File: src/rtl/music_pkg.sv
// Shared widths, flag positions and scheduler state encoding for the music player blocks.
package music_pkg;
   localparam int NOTE_W     = 6;
   localparam int DUR_W      = 6;
   localparam int META_W     = 3;
   localparam int META_CHORD = 0;

   localparam logic [NOTE_W-1:0] NOTE_REST = '0;

   typedef enum logic [2:0] {
      S_IDLE,
      S_REQ,
      S_WAIT,
      S_LOAD,
      S_HOLD,
      S_DRAIN
   } state_t;
endpackage

File: src/rtl/voice_slot.sv
// One note-player timer: counts remaining beats of the note it was loaded with.
module voice_slot
   import music_pkg::*;
(
   input  logic             clk,
   input  logic             reset,
   input  logic             load,
   input  logic [DUR_W-1:0] dur,
   input  logic             beat_en,
   output logic [DUR_W-1:0] count,
   output logic             active
);

   // A load wins over a coincident beat so the new note gets its full length.
   always_ff @(posedge clk or negedge reset) begin
      if (!reset)                        count <= '0;
      else if (load)                     count <= dur;
      else if (beat_en && count != '0)   count <= count - 1'b1;
   end

   assign active = (count != '0);

endmodule

File: src/rtl/voice_scheduler.sv
// Fetches notes from the song reader, assigns them to voice slots and paces fetches on beats.
module voice_scheduler
   import music_pkg::*;
#(
   parameter int NUM_VOICES = 3
) (
   input  logic                  clk,
   input  logic                  reset,
   input  logic                  play,
   input  logic                  beat,
   input  logic                  new_note,
   input  logic [NOTE_W-1:0]     note,
   input  logic [DUR_W-1:0]      duration,
   input  logic [META_W-1:0]     metadata,
   input  logic                  song_done,
   output logic                  note_done,
   output logic [NUM_VOICES-1:0] voice_load,
   output logic [NOTE_W-1:0]     voice_note,
   output logic [NUM_VOICES-1:0] voice_active,
   output logic                  steal,
   output logic                  finished
);

   state_t state, state_nx;

   logic [NOTE_W-1:0]                  note_q;
   logic [DUR_W-1:0]                   dur_q;
   logic                               chord_q;
   logic [DUR_W-1:0]                   adv_cnt;
   logic                               beat_en;
   logic                               take_note;
   logic                               do_load;
   logic                               all_busy;
   logic [NUM_VOICES-1:0]              act;
   logic [NUM_VOICES-1:0]              free_oh;
   logic [NUM_VOICES-1:0]              min_oh;
   logic [NUM_VOICES-1:0][DUR_W-1:0]   cnt;
   logic [DUR_W-1:0]                   best_cnt;
   logic                               found;
   logic                               unused_meta;

   // Only the chord flag matters to scheduling; other metadata bits belong to other blocks.
   assign unused_meta = ^metadata;

   assign beat_en   = beat & play;
   assign take_note = (state == S_WAIT) && new_note && !(play && song_done);

   // ---------------- voice allocation ----------------
   always_comb begin
      free_oh  = '0;
      found    = 1'b0;
      for (int i = 0; i < NUM_VOICES; i++) begin
         if (!act[i] && !found) begin
            free_oh[i] = 1'b1;
            found      = 1'b1;
         end
      end
      // Strict '<' while scanning upward keeps the lowest index on ties.
      min_oh    = '0;
      min_oh[0] = 1'b1;
      best_cnt  = cnt[0];
      for (int i = 1; i < NUM_VOICES; i++) begin
         if (cnt[i] < best_cnt) begin
            best_cnt  = cnt[i];
            min_oh    = '0;
            min_oh[i] = 1'b1;
         end
      end
   end

   assign all_busy   = &act;
   assign do_load    = (state == S_LOAD) && play && (note_q != NOTE_REST) && (dur_q != '0);
   assign voice_load = do_load ? (all_busy ? min_oh : free_oh) : '0;
   assign steal      = do_load && all_busy;
   assign voice_note = note_q;

   // ---------------- voice slots ----------------
   for (genvar g = 0; g < NUM_VOICES; g++) begin : g_slot
      voice_slot u_slot (
         .clk     (clk),
         .reset   (reset),
         .load    (voice_load[g]),
         .dur     (dur_q),
         .beat_en (beat_en),
         .count   (cnt[g]),
         .active  (act[g])
      );
   end

   assign voice_active = act;

   // ---------------- sequencing FSM ----------------
   always_ff @(posedge clk or negedge reset) begin
      if (!reset) state <= S_IDLE;
      else        state <= state_nx;
   end

   always_comb begin
      state_nx  = state;
      note_done = 1'b0;
      finished  = 1'b0;
      case (state)
         S_IDLE:  if (play) state_nx = S_REQ;
         S_REQ:   if (play) begin
                     note_done = 1'b1;
                     state_nx  = S_WAIT;
                  end
         S_WAIT:  if (play && song_done) state_nx = S_DRAIN;
                  else if (new_note)     state_nx = S_LOAD;
         // A note latched while paused waits here until play resumes.
         S_LOAD:  if (play) state_nx = (chord_q || dur_q == '0) ? S_REQ : S_HOLD;
         S_HOLD:  if (beat_en && adv_cnt == DUR_W'(1)) state_nx = S_REQ;
         S_DRAIN: if (play && act == '0) begin
                     finished = 1'b1;
                     state_nx = S_IDLE;
                  end
         default: state_nx = S_IDLE;
      endcase
   end

   always_ff @(posedge clk or negedge reset) begin
      if (!reset) begin
         note_q  <= '0;
         dur_q   <= '0;
         chord_q <= 1'b0;
      end else if (take_note) begin
         note_q  <= note;
         dur_q   <= duration;
         chord_q <= metadata[META_CHORD];
      end
   end

   always_ff @(posedge clk or negedge reset) begin
      if (!reset)
         adv_cnt <= '0;
      else if (state == S_LOAD && play)
         adv_cnt <= dur_q;
      else if (state == S_HOLD && beat_en && adv_cnt != '0)
         adv_cnt <= adv_cnt - 1'b1;
   end

endmodule

File: config.mk
export PLATFORM = sky130hd
export DESIGN_NAME = voice_scheduler
export DESIGN_NICKNAME = d
export VERILOG_FILES = /design/src/rtl/music_pkg.sv /design/src/rtl/voice_slot.sv /design/src/rtl/voice_scheduler.sv
export SDC_FILE = /design/constraint.sdc
export NUM_CORES = 1
export LEC_CHECK = 0
export CAP_MARGIN = 40
export CELL_PAD_IN_SITES_DETAIL_PLACEMENT = 1
export CELL_PAD_IN_SITES_GLOBAL_PLACEMENT = 1
export CORE_MARGIN = 2
export CORE_UTILIZATION = 43
export DETAILED_ROUTE_END_ITERATION = 10
export PLACE_DENSITY = 0.77
export SLEW_MARGIN = 30
export SYNTH_ARGS = -nofsm -noshare
export SYNTH_HDL_FRONTEND = slang
export SYNTH_SLANG_ARGS = --single-unit
export TNS_END_PERCENT = 100
File: constraint.sdc
create_clock -name clk -period 4 [get_ports clk]
set_clock_uncertainty 0.15 [all_clocks]
set_input_delay 0.8 -clock clk [delete_from_list [all_inputs] [get_ports clk]]
set_output_delay 0.8 -clock clk [all_outputs]
set_load 0.01 [all_outputs]
==> qor_table.md <==
| Quantity | This run | Unit |
|---|---|---|
| Run status | finished with violations | - |
| Violations in the final reports | setup timing | - |
| Delay of the slowest critical-path stage | 0.40 | ns |
| Filler Cell Count | 659 | - |
| Portion of netlist area occupied by mux cells | 15.1 | % |
| CTS Buffer Depth | 2 | - |
| I/O Buffers | 33 | - |
| 1st-pass router iterations | 4 | - |
| DRC viols | 0 | - |
| Antenna diode count | 0 | - |
| Clock sink total | 40 | - |
| Cell Pwr Density | 923 | nW/um^2 |
| Clock tree root buffer cell | sky130_fd_sc_hd__clkbuf_8 | - |
| Setup slack on the worst flop-to-flop path | 0.44 | ns |
| Non-filler cells in the finished layout | 410 | - |
| TritonCTS clock tree | built | - |
| Share of async-settable or async-resettable flops after synthesis | 100 | % |
| Instance count of the mapped netlist | 265 | - |
| Final Hold Violating Endpoints | 0 | - |
| Total gr overflow | 0 | - |
| Layout cells sized above 1 | 35.8 | % |
| Critical path data required time | 3.05 | ns |
| Placer congestion estimate | 0.875 | - |
| Class of the most critical hold timing path | input port to asynchronous set/reset pin | - |
| Achievable Freq | 0.239 | GHz |
| CTS clock-pin slew for the worst setup and hold paths | 0.09 | ns |
| FF+latch area | 1000 | sq um |
| Net Count, Synth | 302 | - |
| Number of placement rows | 28 | - |
| Commonest non-fill, non-tap cells in the layout | sky130_fd_sc_hd__dfrtp_1, sky130_fd_sc_hd__buf_4, sky130_fd_sc_hd__mux2_2 | - |
| Pin count of the biggest net entering global routing | 28 | - |
| Wire length per cell | 21.3 | um |
| Crit path max fanout | 7 | - |
| Vias after detailed routing | 2368 | - |
| Setup WS post-layout | -0.179 | ns |
| Final-report max-slew violation count | 0 | - |
| Die outline area | 6800 | sq um |
| Post-detailed-route count of antenna-violating nets | 0 | - |
| Number of synthesized flops with an enable pin | 0 | - |
| Average cell area after synthesis | 9.99 | sq um |
| Total buffers and inverters traversed by the critical path | 4 | - |
| Synth cell types | 53 | - |
| I/O pin count | 36 | - |
| Count of state elements after synthesis | 40 | - |
| Yosys warnings | 0 | - |
| Placeable core region | 5920 | sq um |
| Category of the worst setup path launch point | flop | - |
| Cts hold-fix bufs | 0 | - |
| Crit path max-delay cell type | sky130_fd_sc_hd__dfrtp_1 | - |
| Most common library cell in the layout ignoring fill and taps | sky130_fd_sc_hd__dfrtp_1 | - |
| Critical path class | flop to primary output | - |
| Highest ir drop seen on vdd | 458 | uV |
| Aggregate routed wire length | 8740 | um |
| Max Cap Viol | 0 | - |
| Synthesized-area fraction occupied by xor and xnor cells | 3.97 | % |
| Antenna violations before repair | 1 | - |
| Data arrival time at the worst-slack endpoint | 3.23 | ns |
| Net count reported at finish | 371 | - |
| Post-synth top flop | sky130_fd_sc_hd__dfrtp_1 | - |
| Synthesized cell area | 2650 | sq um |
| Adder-cell area share of the yosys netlist | 7.57 | % |
| Mean number of vias per cell | 5.78 | - |
| Number of DRC markers after the initial detailed-route iteration | 69 | - |
| Sum of internal, switching and leakage power | 3.30 | mW |
| Worst-path cell chain | inv_2 > ha_4 > nand4_1 > o221ai_4 > buf_6 > mux2i_2 > ha_2 > a211oi_2 > o21a_1 > buf_6 > a211o_1 > a21oi_2 > buf_2 | - |
| Later-pin clock latency in the skew report | 0.30 | ns |
| Leakage power total | 1.52 | nW |
| Top cell family by delay on the critical path | compound AO/OA/AOI/OAI gates | - |
| Effective utilization at floorplan | 44.7 | % |
| Sequential-to-total area share from yosys stat | 37.8 | % |
| Global-route wire length before repair | 13500 | um |
| Combinational family with the most area after synthesis | simple AND/OR/NAND/NOR gates | - |
| Final setup fails | 3 | - |
| Simple-gate share of the synthesized area | 16.0 | % |
| Endpoint kind of the worst setup timing path | primary output | - |
| # placed instances | 391 | - |
| Worst slew margin relative to its limit | 45.4 | % |
| Multi-input combinational cell area | 1660 | sq um |
| GRT Resource Usage Total | 27.1 | % |
| Final critical path time including I/O delays and setup | 4.18 | ns |
| Final clock period utilization by the worst path | 104 | % |
| Total clock buffers created by CTS | 5 | - |
| Die outline width | 82.5 | um |
| Die Ht | 82.5 | um |
| Critical Path Most Common Cell | sky130_fd_sc_hd__buf_6 | - |
| Via count of the first global-routing pass | 2694 | - |
| Final HPWL from detailed placement | 5670 | um |
| RSZ-0062 raised after global routing | yes | - |
| Compound-Gate Fraction of Synth Area | 13.9 | % |
| Worst Tran Pin Value | 0.798 | ns |
| Count of H-tree levels built during CTS | 2 | - |
| Area grow syn2layout | 34.9 | % |
state kept, by name, summed over array words and instances (netlist names):
register	cells
dur_q	6
g_slot.u_slot.count	18
state	3
voice_note	6
chord_q	1
adv_cnt	6
per-layer routing:
metal	wire length (um)	vias to the layer above	track usage, %
met5	10	-	0
met4	205	2	10.2
met3	417	19	6.30
met2	4560	65	48.5
met1	3550	1184	31.2
li1	-	1098	-
synthesized netlist by cell type (2+ instances only):
| cell | count | area, sq um |
|---|---|---|
| sky130_fd_sc_hd__nand2b_1 | 3 | 18.8 |
| sky130_fd_sc_hd__or3b_1 | 2 | 17.5 |
| sky130_fd_sc_hd__mux2_2 | 31 | 349 |
| sky130_fd_sc_hd__buf_4 | 7 | 52.6 |
| sky130_fd_sc_hd__nand2_1 | 26 | 97.6 |
| sky130_fd_sc_hd__mux2i_1 | 5 | 50.1 |
| sky130_fd_sc_hd__dfrtp_1 | 40 | 1000 |
| sky130_fd_sc_hd__a31oi_1 | 5 | 31.3 |
| sky130_fd_sc_hd__nor3_1 | 8 | 40.0 |
| sky130_fd_sc_hd__xnor2_1 | 9 | 78.8 |
| sky130_fd_sc_hd__xor2_1 | 3 | 26.3 |
| sky130_fd_sc_hd__inv_1 | 14 | 52.6 |
| sky130_fd_sc_hd__a21oi_2 | 2 | 17.5 |
| sky130_fd_sc_hd__nand4_1 | 3 | 18.8 |
| sky130_fd_sc_hd__o211ai_1 | 3 | 22.5 |
| sky130_fd_sc_hd__nand3_1 | 11 | 55.1 |
| sky130_fd_sc_hd__or3_1 | 3 | 18.8 |
| sky130_fd_sc_hd__a21o_1 | 2 | 15.0 |
| sky130_fd_sc_hd__nor2_1 | 11 | 41.3 |
| sky130_fd_sc_hd__nor4b_1 | 2 | 17.5 |
| sky130_fd_sc_hd__a21oi_1 | 11 | 55.1 |
| sky130_fd_sc_hd__o21a_1 | 2 | 15.0 |
| sky130_fd_sc_hd__buf_6 | 3 | 33.8 |
| sky130_fd_sc_hd__o21ai_0 | 11 | 55.1 |
| sky130_fd_sc_hd__clkbuf_1 | 2 | 7.51 |
| sky130_fd_sc_hd__nor4_1 | 4 | 25.0 |
| sky130_fd_sc_hd__ha_1 | 16 | 200 |
stage by stage:
step,worst slack (ns),hold slack [ns],TNS (ns),utilization (%),cell area (sq um)
after detailed placement,-0.293,0.374,-0.776,54.3,3210
after global placement,-0.216,0.355,-0.630,53.9,3190
after global routing,-0.308,0.269,-0.801,60.3,3570
after floorplan,0.248,0.329,0,-,2650
after CTS,-0.150,0.268,-0.373,58.7,3480
final,-0.179,0.266,-0.396,60.3,3570
cell families after synthesis:
family,Yosys count
multiplexers,36
buffers and inverters,27
adder cells (fa/ha/maj),16
XOR/XNOR,12
flip-flops,40
AND/OR/NAND/NOR,82
AO/OA/AOI/OAI,52
final timing paths:
path | startpoint | end | cells past startpoint
setup / recovery | g_slot[0].u_slot.count[5]$_DFFE_PN0P_ | voice_load[1] | 13
hold / removal | reset | adv_cnt[3]$_DFFE_PN0P_ | 1
setup reg to reg | g_slot[0].u_slot.count[5]$_DFFE_PN0P_ | g_slot[1].u_slot.count[4]$_DFFE_PN0P_ | 14
hold reg to reg | voice_note[4]$_DFFE_PN0P_ | voice_note[4]$_DFFE_PN0P_ | 1
max in group asynchronous | reset | g_slot[1].u_slot.count[4]$_DFFE_PN0P_ | 2
min in group clk | voice_note[4]$_DFFE_PN0P_ | voice_note[4]$_DFFE_PN0P_ | 1
layout make-up:
class	count	area share [%]
sequential	40	28.0
multi-input combinational	198	46.4
clock inverter	3	1.30
inverter	14	1.47
tap	75	2.63
clock buffer	5	1.93
timing repair buffer	75	18.3
power by group:
part / total [mW] / switching (mW) / internal [mW]
Clock: 0.345 / 0.157 / 0.188
Sequential: 0.875 / 0.271 / 0.604
Combinational: 2.08 / 0.980 / 1.10
repair_timing:
| item | CTS | global route |
|---|---|---|
| setup endpoints to repair | 4 | 3 |
| pin swaps | 14 | 12 |
| gates resized for setup | 40 | 10 |
| setup buffers | 7 | 4 |
No activity file was read; power rests on OpenSTA's default activity.
